### config.mk
export PLATFORM = sky130hd
export DESIGN_NAME = counter_rate_sched
export DESIGN_NICKNAME = d
export VERILOG_FILES = /design/src/rtl/counter_sched_pkg.sv /design/src/rtl/tick_prescaler.sv /design/src/rtl/counter_rate_sched.sv
export SDC_FILE = /design/constraint.sdc
export NUM_CORES = 1
export LEC_CHECK = 0
export ABC_AREA = 1
export CAP_MARGIN = 20
export CORE_UTILIZATION = 45
export DETAILED_ROUTE_END_ITERATION = 16
export PLACE_DENSITY = 0.7
export SYNTH_ARGS = -nofsm -noshare
export SYNTH_HDL_FRONTEND = slang
export SYNTH_SLANG_ARGS = --single-unit
export TNS_END_PERCENT = 5
### constraint.sdc
create_clock -name clk_1 -period 1.5 [get_ports clk_1]
set_input_delay 0.3 -clock clk_1 [delete_from_list [all_inputs] [get_ports clk_1]]
set_output_delay 0.3 -clock clk_1 [all_outputs]
set_load 0.02 [all_outputs]
### src/rtl/counter_sched_pkg.sv
// Shared types and defaults for the rate scheduler.
// State encoding is visible on the state port, so the codes are fixed.
package counter_sched_pkg;

  typedef enum logic [1:0] {
    StIdle  = 2'd0,
    StRun   = 2'd1,
    StTurn  = 2'd2,
    StPause = 2'd3
  } sched_state_e;

  localparam int unsigned DefaultDiv   = 50;
  localparam int unsigned DefaultWidth = 4;
  // Wide enough for the largest legal DIV (63).
  localparam int unsigned PrescWidth   = 6;

endpackage

### src/rtl/tick_prescaler.sv
// Slow-rate prescaler: counts 0..DIV-1 and flags the last count with slow_ok.
module tick_prescaler
  import counter_sched_pkg::*;
#(
  parameter int unsigned DIV = DefaultDiv
) (
  input  logic clk_1,
  input  logic rst,
  input  logic clr,
  input  logic hold,
  output logic slow_ok
);

  localparam logic [PrescWidth-1:0] Last = PrescWidth'(DIV - 1);

  logic [PrescWidth-1:0] cnt;

  always_ff @(posedge clk_1 or posedge rst) begin
    if (rst) begin
      cnt <= '0;
    end else if (clr) begin
      cnt <= '0;
    end else if (!hold) begin
      cnt <= (cnt == Last) ? '0 : cnt + PrescWidth'(1);
    end
  end

  assign slow_ok = (cnt == Last);

endmodule

### src/rtl/counter_rate_sched.sv
// Rate scheduler driving a bouncing up/down counter datapath.
// Define COUNTER_RATE_SCHED_DEBOUNCE_EN to filter the button through DB_CYCLES samples.
module counter_rate_sched
  import counter_sched_pkg::*;
#(
  parameter int unsigned DIV       = DefaultDiv,
  parameter int unsigned DB_CYCLES = 4,
  parameter int unsigned WIDTH     = DefaultWidth
) (
  input  logic             clk_1,
  input  logic             rst,
  input  logic             x,
  input  logic             button,
  input  logic             start,
  input  logic             stop,
  input  logic [WIDTH-1:0] count_val,
  output logic             tick,
  output logic             dir,
  output logic             mode,
  output logic [1:0]       state
);

  if (DIV < 2 || DIV > 63) begin : g_div_range
    $error("DIV must lie in 2..63");
  end
  if (DB_CYCLES < 1) begin : g_db_range
    $error("DB_CYCLES must be at least 1");
  end

  logic x_meta, x_sync, x_prev;
  logic btn_meta, btn_sync, btn_db;

  // x_prev trails x_sync so a rate change can restart the prescaler.
  always_ff @(posedge clk_1 or posedge rst) begin
    if (rst) begin
      x_meta   <= 1'b0;
      x_sync   <= 1'b0;
      x_prev   <= 1'b0;
      btn_meta <= 1'b0;
      btn_sync <= 1'b0;
    end else begin
      x_meta   <= x;
      x_sync   <= x_meta;
      x_prev   <= x_sync;
      btn_meta <= button;
      btn_sync <= btn_meta;
    end
  end

`ifdef COUNTER_RATE_SCHED_DEBOUNCE_EN
  localparam int unsigned        DbW    = $clog2(DB_CYCLES + 1);
  localparam logic [DbW-1:0]     DbLast = DbW'(DB_CYCLES - 1);

  logic [DbW-1:0] db_cnt;

  // db_cnt counts consecutive samples that disagree with the accepted level.
  always_ff @(posedge clk_1 or posedge rst) begin
    if (rst) begin
      db_cnt <= '0;
      btn_db <= 1'b0;
    end else if (btn_sync == btn_db) begin
      db_cnt <= '0;
    end else if (db_cnt == DbLast) begin
      db_cnt <= '0;
      btn_db <= btn_sync;
    end else begin
      db_cnt <= db_cnt + DbW'(1);
    end
  end
`else
  assign btn_db = btn_sync;
`endif

  sched_state_e st;
  logic         at_bound;
  logic         slow_ok;
  logic         presc_clr;
  logic         presc_hold;

  assign at_bound   = mode ? (count_val == '0) : (count_val == '1);
  assign presc_clr  = (st == StIdle) || (x_sync != x_prev);
  assign presc_hold = (st == StPause);

  tick_prescaler #(
    .DIV(DIV)
  ) u_prescaler (
    .clk_1  (clk_1),
    .rst    (rst),
    .clr    (presc_clr),
    .hold   (presc_hold),
    .slow_ok(slow_ok)
  );

  // Suppressing the tick at the bound keeps the counter from overshooting.
  assign tick  = (st == StRun) && (x_sync || slow_ok) && !at_bound;
  assign state = st;

  always_ff @(posedge clk_1 or posedge rst) begin
    if (rst) begin
      st   <= StIdle;
      mode <= 1'b0;
      dir  <= 1'b0;
    end else begin
      dir <= btn_db ^ mode;
      if (stop && (st != StIdle)) begin
        st <= StIdle;
      end else begin
        unique case (st)
          StIdle: begin
            if (start) st <= StRun;
          end
          StRun: begin
            if (start) begin
              st <= StPause;
            end else if (at_bound) begin
              st <= StTurn;
            end
          end
          StTurn: begin
            // dir follows the new mode in the same edge to avoid a stale cycle.
            mode <= ~mode;
            dir  <= btn_db ^ ~mode;
            st   <= StRun;
          end
          StPause: begin
            if (start) st <= StRun;
          end
          default: st <= StIdle;
        endcase
      end
    end
  end

endmodule

After elaboration in Yosys (flattened, before gate mapping) --
Index checks and enable logic that the tools add are counted.
Storage, ports and cells: register bits 15, bits of input ports 10, word-level logic and storage cells 46
Operators by class: add/sub/neg operators 1, eq/ne operators 9, multiplexer cells 11, bitwise gates (word level) 4, reductions and logical operators 12
Operators with widths (count):
- $mux W6 | 3
- $mux W2 | 4
- $add A6 B1 Y6 const B | 1
- $eq A6 B6 Y1 const B | 1
- $pmux W2 S3 | 1
- $eq A2 B2 Y1 const B | 2
- $eq A4 B4 Y1 const B | 1
- $logic_not A4 Y1 | 1
- $ne A4 B3 Y1 const B | 1
- $reduce_and A2 Y1 | 2
- $logic_and A1 B1 Y1 | 3
- $mux W1 | 3
- $ne A3 B1 Y1 const B | 1
- $eq A2 B1 Y1 const B | 1
- $logic_not A2 Y1 | 1
- $logic_or A1 B1 Y1 | 2
- $ne A2 B2 Y1 const B | 1
- $not A1 Y1 | 2
- $reduce_bool A2 Y1 | 1
- $reduce_or A2 Y1 | 1
- $xor A1 B1 Y1 | 2
- $logic_not A1 Y1 | 1
- $ne A1 B1 Y1 | 1

Longest topological paths before layout --
Gate-level depths: netlist (run 1).
word-level depth 6, depth in mapped cells 9

Cells and area by module --
From an unflattened synthesis (run 1), not the netlist that was laid out.
Unflattened totals: cell total of the unflattened synthesis 106, area, all modules 854.6 µm²
By module, submodules not included:
- counter_rate_sched | times used 1, cells an instance 56, area each 484.2 µm², sequential area each 225.2 µm²
- tick_prescaler | times used 1, cells an instance 50, area each 370.4 µm², sequential area each 150.1 µm²

Worst setup path before layout (run 1) --
Ideal clock, no wire load.
path type flip-flop to output port, start point register st[1], in the netlist state[1], end point output port tick, data arrival time 1.196 ns, setup slack 0.004 ns, cell stages (with the launch flop) 5, buffers on the path 0, cells stage by stage dfrtp_1 inv_1 ha_1 nand3_1 a21oi_1
Between the ends: longest elaborated chain between the ends 3
RTL lines:
- from (decl) | line counter_rate_sched.sv:74 | sched_state_e st;
- from (signal assigned) | line counter_rate_sched.sv:100 | st <= StIdle;
- from (signal assigned) | line counter_rate_sched.sv:106 | st <= StIdle;
- from (signal assigned) | line counter_rate_sched.sv:110 | if (start) st <= StRun;
- $eq A2 B1 Y1 | line counter_rate_sched.sv:95 | assign tick = (st == StRun) && (x_sync || slow_ok) && !at_bound;
- $logic_and A1 B1 Y1 (2 in series) | line counter_rate_sched.sv:95
- to (decl) | line counter_rate_sched.sv:17 | output logic tick,
Every way passes these cells.

Worst setup path after layout (run 1) --
start point register u_prescaler.cnt[1], end point output port tick
Between the ends: longest elaborated chain between the ends 4
RTL lines:
- from (decl) | line tick_prescaler.sv:16 | logic [PrescWidth-1:0] cnt;
- from (signal assigned) | line tick_prescaler.sv:24 | cnt <= (cnt == Last) ? '0 : cnt + PrescWidth'(1);
- $eq A6 B6 Y1 | line tick_prescaler.sv:28 | assign slow_ok = (cnt == Last);
- $logic_or A1 B1 Y1 | line counter_rate_sched.sv:95
- $logic_and A1 B1 Y1 (2 in series) | line counter_rate_sched.sv:95
Every way passes these cells.

==> results of run 1 <==
power groups by stage:
stage	combinational, mW	sequential [mW]	clock [mW]
global placement	0.874	0.540	0
CTS	0.859	0.532	0.234
finish	0.968	0.548	0.223
global route	1.07	0.556	0.248
detailed placement	0.892	0.542	0
floorplan	0.434	0.647	0
cells in the final DEF, fill, tap and decap left out, drive strengths merged, types with 4 or more instances in the layout:
| cell | instances |
|---|---|
| dlygate4sd2 | 4 |
| clkdlybuf4s50 | 6 |
| ha | 7 |
| nor2 | 13 |
| nand4 | 5 |
| nand2 | 17 |
| clkbuf | 4 |
| nand3 | 10 |
| dfrtp | 15 |
| o21ai | 7 |
| buf | 13 |
| inv | 20 |
critical path: stages (launching register included):
cell	delay, ns
sky130_fd_sc_hd__dfrtp_1	0.39
sky130_fd_sc_hd__inv_2	0.08
sky130_fd_sc_hd__ha_4	0.14
sky130_fd_sc_hd__nand4_4	0.11
sky130_fd_sc_hd__a21oi_2	0.17
sky130_fd_sc_hd__buf_6	0.14
cells by family after synthesis:
logic type	Yosys count	synth area share [%]
xor gates and xnor gates	4	4.93
and+or+nand+nor	45	26.5
AOI/OAI and AO/OA	9	6.23
adders and majority gates	7	10.1
buffers and inverters	20	8.70
DFF	15	43.5
worst max-delay path by stage:
stage | from | to | slack [ns] | cells past startpoint
after floorplan | state[1]$_DFFE_PP0P_ | tick | 0.004 | 4
after global placement | count_val[3] | tick | -0.53 | 6
after detailed placement | count_val[3] | tick | -0.57 | 6
after CTS | u_prescaler.cnt[1]$_DFFE_PP0P_ | tick | -0.19 | 5
after global routing | count_val[2] | tick | -0.17 | 7
final | u_prescaler.cnt[1]$_DFFE_PP0P_ | tick | -0.1 | 5
per-stage QoR:
| stage | utilization, % | cell area (sq um) | setup TNS [ns] |
|---|---|---|---|
| finish | 68.8 | 1210 | -0.0980 |
| floorplan | - | 863 | 0 |
| global route | 68.8 | 1210 | -0.270 |
| CTS | 64.6 | 1140 | -0.191 |
| global placement | 63.3 | 1120 | -0.527 |
| detailed placement | 63.3 | 1120 | -0.573 |
repair_timing:
action,in CTS,in global routing
gates resized for setup,10,16
setup endpoints to repair,5,6
pin swaps,0,5
hold buffers,0,0
buffers inserted,0,1
layer usage:
layer	wire length [microns]	GRT usage [%]	vias up
met2	841	29.1	13
met3	67	5.95	2
met5	0	0	-
met1	755	20.7	333
li1	-	-	374
met4	12	5.29	0
cell type report:
cell class	instances	area (sq um)
repair buffers	26	238
fillers	154	551
flip-flops and latches	15	375
clock buffers	4	26.3
multi-input cells	65	465
inverters	20	77.6
well taps	25	31.3
sequential cells by signal (all words and copies together), names as in the netlist:
| signal | count |
|---|---|
| u_prescaler.cnt | 6 |
| state | 2 |
| btn_db | 1 |
| btn_meta | 1 |
| dir | 1 |
| mode | 1 |
| x_meta | 1 |
| x_prev | 1 |
| x_sync | 1 |
==> out/results.txt, run 1 <==
The run finished, with violations left. The checks that failed: negative setup slack. The fraction of final layout cells with drive strength greater than 1 was 29.2%; the minimum clock period after layout was 1.60 ns.

The tightest hold path in the finished design has a slack of 0.308 ns. Of the available clock period, the critical path in the final layout requires 107%. Worst reg2reg path endpoint: u_prescaler.cnt[0]$_DFFE_PP0P_.

By area the synthesized netlist is led by sky130_fd_sc_hd__dfrtp_1 (43%), sky130_fd_sc_hd__ha_1 (10%), sky130_fd_sc_hd__inv_1 (7.0%). The cell count after synthesis came out at 100. For the number of placement rows, the log shows 15. Averaged over all synthesized cells, the footprint is 8.63 sq um. Clock-pin slew was measured on the worst setup and hold paths at 0.08 ns.

Count of H-tree levels built during CTS: 1. For the initial antenna violation count, the log shows 0. Internal portion of total power: 1.03 mW.

The run gives 17.3% as the global-route usage over all layers. The run gives 0 as the total global routing overflow. The run gives 12.8% as the clock share of power. The tools report the non-filler instance count after layout as 155. The setup path with the least slack is of type reg -> out. In this run, placement finished with an instance count of 150. The clock passes through at most 2 buffers.

The tools report the number of sinks handled by clock tree synthesis as 15. The floorplan step set the die height to 45.8 microns. The initial core utilization was 48.9%.

The total nets after synthesis is 117, and the fraction of registers with async set or reset after synthesis is 100%. The tools report the final worst setup slack as -0.0980 ns. The net switching component of the power was 709 uW.

The wire length per cell was 10.8 microns; the source-to-sink clock delay at the later pin of the worst-skew pair was 0.28 ns. STA classifies the critical path startpoint as a flip-flop. The x dimension of the die is 45.8 microns, and the number of buffers added on ports is 14. The areal power density over the cells came out at 1430 nW/um^2.

The residual DRC count came out at 0. The largest total area in the synthesized netlist belongs to sky130_fd_sc_hd__dfrtp_1. Counting instances in the post-synthesis netlist gives the leading cell types as sky130_fd_sc_hd__inv_1 (16), sky130_fd_sc_hd__dfrtp_1 (15), sky130_fd_sc_hd__nand2_1 (14).

The run gives 645 as the via count of the first global-routing pass. The net count of the finished layout is 148. 0 antenna diodes ended up in the layout. Entering global routing, the biggest net connects 16 pins. The count of endpoints failing setup in the final report was 1.

STA classifies the critical path endpoint as an output port. In this run the critical register-to-register path is launched from state[0]$_DFFE_PP0P_. The worst slack after detailed placement is -0.573 ns, and the maximum achievable frequency is 626 MHz. After detailed routing, the total wire length is 1680 microns.

Across the VDD grid, the largest voltage drop is 1.31 mV. The total area inside the core boundary comes to 1760 sq um. The number of routed nets with antenna violations is 0, and the final number of hold-violating endpoints is 0. The synthesized design devotes to its leading area cell type 43.5% of total area. The placed wire-length estimate after detailed placement was 1260 microns; the slew at the pin closest to its max-slew limit was 0.215 ns. The top flip-flop cell by instance count after synthesis is sky130_fd_sc_hd__dfrtp_1. Combinational logic is responsible for 55.7% of the overall power. The switching share of power works out to 40.8%. Headroom to the max-slew limit came out at 85.7%. For this run, the number of Yosys warnings is 0. In this run the cell area of the synthesized design comes to 863 sq um. The required time of the critical path is 1.20 ns. On the final layout, the worst clock skew is 0.00236 ns. TritonCTS built the clock tree. In this run, flip-flops and latches consume 31.5% of the power.

Dividing the detail-routed via count by the number of cells gives 4.66. The overall power after layout was 1.74 mW. The netlist uses 20 different library cells. The total I/O pin count came out at 15. Setup repair after global routing could not meet its margin everywhere.

The analysis attributes to cell leakage a power of 0.640 nW. Clock tree synthesis selected as its root buffer the cell sky130_fd_sc_hd__clkbuf_4. The largest fanout of any net on the critical path is 2, and the arrival time reported for the critical path endpoint is 1.30 ns. The max-capacitance violation count came out at 0. The run gives 0.06 ns as the setup slack of the most critical reg-to-reg path. The final-report max-slew violation count was 0; the initial DRC count was 12. Of the synthesized area, sequential elements account for 43.5%.

The min-delay analysis places its worst path in the category in -> async. Routability-driven placement finished with a final weighted congestion of 0.905. Yosys mapped a number of flops with a built-in enable equal to 0. Register bit total from synthesis: 15. The most common cell in the synthesized netlist is sky130_fd_sc_hd__inv_1. The first global-routing pass estimated 2530 microns of wire.

The pre-antenna-repair detailed-routing pass consisted of 4 iterations. The worst reg2reg path depth was 10; the number of vias in the routed layout was 722. Compared with the post-synthesis result, the final layout area differs by 40.6%.

Counting the buffers created by CTS gives 3. The die covers 2100 sq um.
Power figures use the tool's default switching activity.
==> run 2: changes to the inputs <==
- CELL_PAD_IN_SITES_DETAIL_PLACEMENT: not set -> 1
- CELL_PAD_IN_SITES_GLOBAL_PLACEMENT: not set -> 1
- CORE_UTILIZATION: 45 -> 38
- CTS_CLUSTER_DIAMETER: not set -> 100
- PLACE_DENSITY: 0.7 -> not set
- PLACE_DENSITY_LB_ADDON: not set -> 0.1
==> run 2 against run 1 <==
Effect of this change:
- the flow still finishes with violations (negative setup slack)
- setup slack lost 0.034 ns
- sequential cell count is the same
- clock-buffer cell count is the same
- non-clock buffer count grew 3
- clock power grew 4%
- utilization shrank 8.7 points
- combinational power grew 1%
- largest power group unchanged
- highest routed layer unchanged
==> out/results.txt, run 2 (synthesized netlist as in run 1, its figures left out) <==
The run finished, with violations left. The final reports fail on negative setup slack. For the total global routing overflow, the log shows 0. The run gives 0 as the initial antenna violation count. Counting I/O delays and the setup requirement, the final critical path takes 1.63 ns.

In this run, the number of DRC markers left after iteration 0 of detailed routing was 6. Once the floorplan was initialized, standard cells occupied 42.3% of the core. The number of antenna diodes in the final layout is 0. The finished layout holds 160 standard cells, fillers aside. Most flop-heavy register: u_prescaler.cnt.

The end-of-flow core utilization was 60.1%; the die extent in y was 49.7 microns. The number of routed nets with antenna violations is 0. The count of endpoints failing setup in the final report came out at 1. On the worst path, the slowest cell contributes a delay of 0.47 ns. TritonCTS built the clock tree. The number of buffers added on ports works out to 14. The leakage component of the power was 0.666 nW. Based on the critical path, the design can be clocked at up to 613 MHz. Slowest stage cell on the critical path: sky130_fd_sc_hd__clkdlybuf4s50_1.

Type of origin of the critical path: an input port. The tools report the overall die area as 2470 sq um. The flip-flop count of the largest register after layout was 6. The first global-routing pass estimated 3710 microns of wire. The worst-case IR drop observed on VDD is 0.989 mV. The run gives 1670 microns as the placed wire-length estimate after detailed placement. The class of the most critical hold timing path is in -> async. The routed wire length is 2200 microns, and the number of search-and-repair iterations in the first detailed-routing pass is 2. The tools report the final weighted congestion of routability-driven global placement as 0.846. In the finished design, the share of the clock period the worst path needs comes to 109%. Power spread over the standard cell area amounts to 1430 nW/um^2. Data on the critical path is required at its endpoint by 1.20 ns. The clock passes through at most 2 buffers. The largest fanout of any net on the critical path was 2. In the layout the commonest cells are sky130_fd_sc_hd__dfrtp_1 (15), sky130_fd_sc_hd__buf_4 (15), sky130_fd_sc_hd__inv_1 (14), sky130_fd_sc_hd__nand2_1 (13), sky130_fd_sc_hd__nor2_1 (9).

The cell sitting at the root of the clock tree is a sky130_fd_sc_hd__clkbuf_4. The floorplan step set the die width to 49.7 microns. The clock-pin slew reported for the worst setup and hold paths after clock tree synthesis came out at 0.09 ns.

Setup repair after global routing could not meet its margin everywhere. The number of buffers added by the clock tree synthesis step is 3, and the via count of the first global-routing pass is 843. The tool flagged a number of max-cap violations equal to 0.

The residual DRC count was 0. The run gives 0.317 ns as the post-route worst hold slack. The final number of hold-violating endpoints is 0. The worst setup path is captured at an output port.

The run gives 0 as the final-report max-slew violation count. Dividing the detail-routed via count by the number of cells gives 4.79. Detailed routing inserted a total of 766 vias. 15 I/O pins were placed. The worst setup path is of the in -> out kind.

In this run, post-CTS hold repair placed 0 buffers. The tools report the number of placement rows as 16. The count of H-tree levels built during CTS was 1; the number of sinks handled by clock tree synthesis was 15. For the pin with the worst max-slew slack, the measured transition is 0.217 ns. The fraction of final layout cells with drive strength greater than 1 came out at 33.8%.

The cell family with the largest share of critical-path delay is buffers and inverters. The worst pin sits at a relative slew slack of 85.4%. The net count of the finished layout came out at 151. The logs give 16 for the pin count of the biggest net entering global routing and 20.6% for the global-route usage over all layers.

For the total core area, the log shows 2040 sq um. The number of placed cells counting well taps is 154. Traced cell by cell, the critical path runs through clkdlybuf4s50_1, nor2_1, nand3_1, nand3_2, a21oi_2, buf_4. For the final setup skew, the log shows 0.00584 ns.

The synthesis-to-layout area growth is 42.2%. The tools report the final worst setup slack as -0.132 ns. The number of buffers and inverters on the critical path is 2. The source-to-sink clock delay at the later pin of the worst-skew pair is 0.29 ns, and the wire length per cell is 13.8 microns. The run gives 1.33 ns as the arrival time reported for the critical path endpoint.
-- run 2: layout make-up --
type	instances	area, sq um
fillers	260	815
multi-input cells	65	462
flip-flops and latches	15	375
repair buffers	29	253
inverters	20	77.6
well taps	27	33.8
clock buffers	4	26.3
-- run 2: through the flow --
step                      TNS [ns]  instance area (sq um)  setup slack, ns  power (mW)
after floorplan                  0                    863          0.00391        1.08
after global placement      -0.593                   1130           -0.593        1.43
after detailed placement    -0.619                   1130           -0.614        1.46
after CTS                   -0.154                   1170           -0.154        1.68
after global routing        -0.568                   1230           -0.182        1.91
final                       -0.132                   1230           -0.132        1.76
-- run 2: final timing paths --
check                                startpoint                             end  slack, ns  cells past startpoint
hold reg to reg              btn_meta$_DFF_PP0_                btn_db$_DFF_PP0_       0.36                      0
max in group asynchronous                   rst            state[0]$_DFFE_PP0P_       1.01                      3
setup / recovery                   count_val[2]                            tick      -0.13                      6
min in group clk_1           btn_meta$_DFF_PP0_                btn_db$_DFF_PP0_       0.36                      0
setup reg to reg           state[0]$_DFFE_PP0P_  u_prescaler.cnt[0]$_DFFE_PP0P_       0.02                     10
hold / removal                              rst  u_prescaler.cnt[4]$_DFFE_PP0P_       0.32                      3
-- run 2: repair_timing --
action                     4_1_cts  5_1_grt
pin swaps                        2        6
resized for setup               13       16
setup buffers                    0        2
setup endpoints to repair        6        9
-- run 2: power by group --
part | switching, mW | internal [mW]
Clock | 0.128 | 0.104
Combinational | 0.546 | 0.435
Sequential | 0.0572 | 0.489
Total | 0.731 | 1.03
-- run 2: worst register-to-register path, stage by stage (launching register included) --
cell,delay (ns)
sky130_fd_sc_hd__dfrtp_1,0.37
sky130_fd_sc_hd__buf_6,0.13
sky130_fd_sc_hd__inv_1,0.06
sky130_fd_sc_hd__ha_1,0.22
sky130_fd_sc_hd__inv_2,0.08
sky130_fd_sc_hd__o21ai_2,0.07
sky130_fd_sc_hd__nor2_4,0.16
sky130_fd_sc_hd__nand2_4,0.10
sky130_fd_sc_hd__inv_4,0.08
sky130_fd_sc_hd__nand2_1,0.06
sky130_fd_sc_hd__o21ai_1,0.08
-- run 2: per-layer routing --
layer	routed length [microns]	vias to the layer above	track usage, %
li1	-	381	-
met1	975	372	23.2
met2	1150	10	37.4
met3	68	3	6.48
met4	14	0	4.29
met5	0	-	0
==> RTL edit 1, RTL diff (config.mk and constraints of run 2) <==
The package constant `PrescWidth` goes from 6 to 3.
--- a/src/rtl/counter_sched_pkg.sv
+++ b/src/rtl/counter_sched_pkg.sv
@@ -12,7 +12,7 @@
   localparam int unsigned DefaultDiv   = 50;
   localparam int unsigned DefaultWidth = 4;
   // Wide enough for the largest legal DIV (63).
-  localparam int unsigned PrescWidth   = 6;
+  localparam int unsigned PrescWidth   = 3;
 
 endpackage
 
Behaviour: not the same (Yosys sat finds a counterexample within 4 cycles, from zero or initial values and one cycle with rst high).
==> RTL edit 1 against run 2 <==
The flow still finishes with violations (negative setup slack); worst setup slack improved by 0.11 ns; clock skew is 0.0042 ns higher; maximum frequency increased by 7.1%; synthesized area shrank 28%; non-clock buffer count down 5; cell area shrank 23%; wire length is 27% lower; global-route usage decreased by 1.8 points; total power fell by 7.7%; sequential cell count fell by 3.
==> RTL edit 1: results (changes against run 2) <==
Synth area leaders -> dfrtp_1 48%, ha_1 10%, inv_1 8.5% (was dfrtp_1 43%, ha_1 10%, inv_1 7.0%)
Fin Setup TNS -> -0.0476 ns (was -0.132 ns)
Adder-cell share of the synthesized area -> 10.1% (about the same)
Pin count of the biggest net entering global routing -> 13 (was 16)
Fillcell total -> 183 (was 260)
Slowest CP cell -> dfrtp_1 (was clkdlybuf4s50_1)
Crit-path leading delay family -> flip-flops (was buffers and inverters)
Area share of xor/xnor cells in the synthesized design -> 5.44% (was 4.93%)
Hold slack -> 0.323 ns (was 0.317 ns)
Critical path capture point -> dir (was tick)
DP Worst Slack -> -0.608 ns (was -0.614 ns)
Failing checks -> negative setup slack (unchanged)
Setup violations, final -> 2 (was 1)
Status -> finished, violations left (unchanged)
Max reg flops -> 3 (was 6)
Leakage dissipation -> 0.505 nW (was 0.666 nW)
Tightest Pin Transition -> 0.455 ns (was 0.217 ns)
Crit path largest cell delay -> 0.43 ns (was 0.47 ns)
Synth top cells by count -> 14 x inv_1, 12 x dfrtp_1, 11 x nor2_1 (was 16 x inv_1, 15 x dfrtp_1, 14 x nand2_1)
FF-to-FF End -> dir (was u_prescaler.cnt[0])
1st-pass router iterations -> 2 (unchanged)
CTS root buf -> clkbuf_4 (unchanged)
Setup Skew -> 0.0101 ns (was 0.00584 ns)
Sequential-to-total area share from yosys stat -> 48.4% (was 43.5%)
Fraction of registers with async set/reset -> 100% (unchanged)
Reg2Reg Depth -> 8 (was 10)
Layout cells sized above 1 -> 30.3% (was 33.8%)
Arr. time, crit path -> 1.68 ns (was 1.33 ns)
Crit Path Class -> flip-flop to flip-flop (was primary input to output port)
1st-iter DRT viols -> 4 (was 6)
Routed vias -> 553 (was 766)
Post-DP HPWL -> 1.14 mm (was 1.67 mm)
Aggregate global-route resource usage -> 18.7% (was 20.6%)
NumNets Final -> 115 (was 151)
First-pass GRT wire length -> 2.48 mm (was 3.71 mm)
Number of max-cap violations -> 0 (unchanged)
Critical Path Fanout Max -> 5 (was 2)
Design Power -> 1.62 mW (was 1.76 mW)
WL final -> 1.61 mm (was 2.20 mm)
Routability cong. -> 0.753 (was 0.846)
Compound-gate portion of the synthesized area -> 4.44% (was 6.23%)
Setup ws final -> -0.0240 ns (was -0.132 ns)
Combinational power -> 0.911 mW (was 0.981 mW)
Seq power -> 0.452 mW (was 0.547 mW)
Syn_nets -> 86 (was 117)
VDD IR-drop max -> 928 uV (was 989 uV)
Sw Share -> 40.3% (was 41.6%)
Cell variety after synth -> 16 (was 20)
Vias in the first global route -> 586 (was 843)
-- RTL edit 1: changes by cell type after synthesis, moves of 3 or more --
| cell | before | now |
|---|---|---|
| dfrtp_1 | 15 | 12 |
| inv_2 | 4 | 1 |
| nand2_1 | 14 | 8 |
| o21ai_1 | 4 | 0 |
-- RTL edit 1: what timing repair did --
item | in CTS | in global routing
setup endpoints to repair | 4 | 6
buffers inserted | 0 | 2
endpoints found under the hold margin | 0 | 0
gates resized for setup | 8 | 21
pin swaps | 0 | 6
-- RTL edit 1: area by class of cell --
cell class | count | area [um2] | share of cell area [%]
Tap cell | 16 | 20.0 | 2.11
Sequential cell | 12 | 300 | 31.7
Multi-Input combinational cell | 44 | 317 | 33.4
Timing Repair Buffer | 24 | 219 | 23.1
Clock buffer | 4 | 36.3 | 3.83
Inverter | 15 | 56.3 | 5.94
-- RTL edit 1: kinds of logic (layout without fill, tap and decap cells) --
| family | count (synthesis) | count (layout) |
|---|---|---|
| buf+inv | 15 | 43 |
| xor+xnor | 3 | 3 |
| simple gates | 31 | 31 |
| fa+ha+maj | 5 | 5 |
| flops | 12 | 12 |
| compound gates | 5 | 5 |
-- RTL edit 1: per-stage QoR --
| stage | std cells | area [um2] |
|---|---|---|
| 4_1_cts | 113 | 873 |
| 2_1_floorplan | 71 | 621 |
| 6_report | 115 | 948 |
| 3_5_place_dp | 109 | 841 |
| 3_3_place_gp | 109 | 841 |
| 5_1_grt | 115 | 948 |
-- RTL edit 1: routing by layer --
layer	GRT usage [%]	wire (um)
met1	21.7	673
met2	32.3	839
met3	6.90	80
met4	5.00	13
met5	0	0
==> RTL edit 2, RTL diff (settings of run 2) <==
Without the edit above. Put a register stage on the output `tick`, without a reset. The value now appears one clock later. The other outputs are not delayed to match.
--- a/src/rtl/counter_rate_sched.sv
+++ b/src/rtl/counter_rate_sched.sv
@@ -92,7 +92,9 @@
   );
 
   // Suppressing the tick at the bound keeps the counter from overshooting.
-  assign tick  = (st == StRun) && (x_sync || slow_ok) && !at_bound;
+  always_ff @(posedge clk_1) begin
+    tick <= (st == StRun) && (x_sync || slow_ok) && !at_bound;
+  end
   assign state = st;
 
   always_ff @(posedge clk_1 or posedge rst) begin
Formal check against the unedited RTL: not equivalent (a bounded check fails within 4 cycles, from zero or initial values and one cycle with rst high).
==> RTL edit 2 against run 2 <==
Clock skew shrank 0.0024 ns; wire length down 14%; synthesized area is 2.3% higher; hold slack about the same; die area grew 2.2%; largest power group unchanged; cell area is 8.8% lower; total power down 5.0%; worst setup slack improved by 0.24 ns; first-iteration DRC count down 83%; highest routed layer unchanged; synthesized cell count is 1.0% higher; sequential cell count is 1 higher; sequential power increased by 12%.
==> RTL edit 2: results (changes against run 2) <==
Status -> complete, no violations (was finished, violations left)
Reg area -> 397 um2 (was 375 um2)
Routed vias -> 726 (was 766)
Synthesis-to-layout area growth -> 26.8% (was 42.2%)
Multi-input combinational area share -> 36.9% (was 37.6%)
Setup Skew -> 0.00340 ns (was 0.00584 ns)
First-pass GRT wire length -> 3.28 mm (was 3.71 mm)
Routability cong. -> 0.758 (was 0.846)
GR Layer Usage met2 -> 28.0% (was 37.4%)
Crit path largest cell delay -> 0.43 ns (was 0.47 ns)
Sequential-to-total area share from yosys stat -> 44.8% (was 43.5%)
Data buffer area share -> 14.6% (was 20.6%)
Aggregate global-route resource usage -> 17.5% (was 20.6%)
Non-CTS buffers -> 18 (was 29)
Synth area leaders -> dfrtp_1 42%, ha_1 9.9%, inv_1 6.8% (was dfrtp_1 43%, ha_1 10%, inv_1 7.0%)
Met2 wire len -> 913 um (was 1.15 mm)
Placed Area -> 1090 um2 (was 1130 um2)
Number of core rows -> 17 (was 16)
GRT met3 Usage -> 2.73% (was 6.48%)
Adder-cell share of the synthesized area -> 9.92% (was 10.1%)
Leakage dissipation -> 0.588 nW (was 0.666 nW)
Layout cells sized above 1 -> 19.5% (was 33.8%)
Syn_nets -> 118 (was 117)
1st-iter DRT viols -> 1 (was 6)
Critical Path Fanout Max -> 6 (was 2)
Clock sink total -> 16 (was 15)
Vias in the first global route -> 754 (was 843)
Area share of xor/xnor cells in the synthesized design -> 4.82% (was 4.93%)
WL final -> 1.91 mm (was 2.20 mm)
Slowest CP cell -> dfrtp_2 (was clkdlybuf4s50_1)
Met1 WL -> 922 um (was 975 um)
Max_slew headroom -> 83.0% (was 85.4%)
Arr. time, crit path -> 1.62 ns (was 1.33 ns)
Post-DP HPWL -> 1.59 mm (was 1.67 mm)
VDD IR-drop max -> 883 uV (was 989 uV)
Compound-gate portion of the synthesized area -> 6.09% (was 6.23%)
NumNets Final -> 141 (was 151)
Metal3 WL -> 58 um (was 68 um)
Crit-path leading delay family -> flip-flops (was buffers and inverters)
1st-pass router iterations -> 4 (was 2)
Cell variety after synth -> 21 (was 20)
Clk cell area share -> 3.24% (was 2.14%)
GR Util met1 -> 23.9% (was 23.2%)
Fraction of registers with async set/reset -> 93.8% (was 100%)
[RTL edit 2: metrics by stage]
step                hold slack [ns]  setup slack [ns]  std cells
floorplan                     0.201            0.0840        101
global placement              0.338            0.0288        147
detailed placement            0.339           0.00597        147
CTS                           0.322            0.0284        151
global route                  0.347           0.00875        151
finish                        0.317             0.105        151
[RTL edit 2: kinds of logic after synthesis]
| group | Yosys count |
|---|---|
| flops | 16 |
| buf+inv | 20 |
| simple gates | 45 |
| xor+xnor | 4 |
| compound gates | 9 |
| fa+ha+maj | 7 |
[RTL edit 2: timing repair]
| item | CTS | global route |
|---|---|---|
| endpoints found under the setup margin | 5 | 7 |
| setup buffers | 0 | 0 |
| gates resized for setup | 5 | 1 |
[RTL edit 2: path summary, 6_finish.rpt]
kind                       startpoint                  to  slack, ns  cells after the start
max                          state[0]  u_prescaler.cnt[0]       0.10                      9
min                               rst  u_prescaler.cnt[1]       0.32                      3
max reg2reg                  state[0]  u_prescaler.cnt[0]       0.10                      9
min reg2reg                    x_meta              x_sync       0.36                      0
max in group asynchronous         rst            state[0]       0.99                      3
min in group clk_1             x_meta              x_sync       0.36                      0
[RTL edit 2: worst register-to-register path, stage by stage (launching register included)]
cell and delay, ns:
dfrtp_2 0.43, inv_1 0.08, ha_1 0.22, inv_2 0.07, o21ai_2 0.06, nor2_4 0.14, nand2_2 0.10, inv_2 0.10
nand2_1 0.06, o21ai_1 0.07
[RTL edit 2: power by group through the flow]
stage | clock network (mW) | registers, mW | logic (mW)
3_3_place_gp | 0 | 0.612 | 0.798
3_5_place_dp | 0 | 0.622 | 0.823
5_1_grt | 0.311 | 0.625 | 0.867
6_report | 0.288 | 0.612 | 0.771
4_1_cts | 0.298 | 0.610 | 0.785
2_1_floorplan | 0 | 0.695 | 0.422
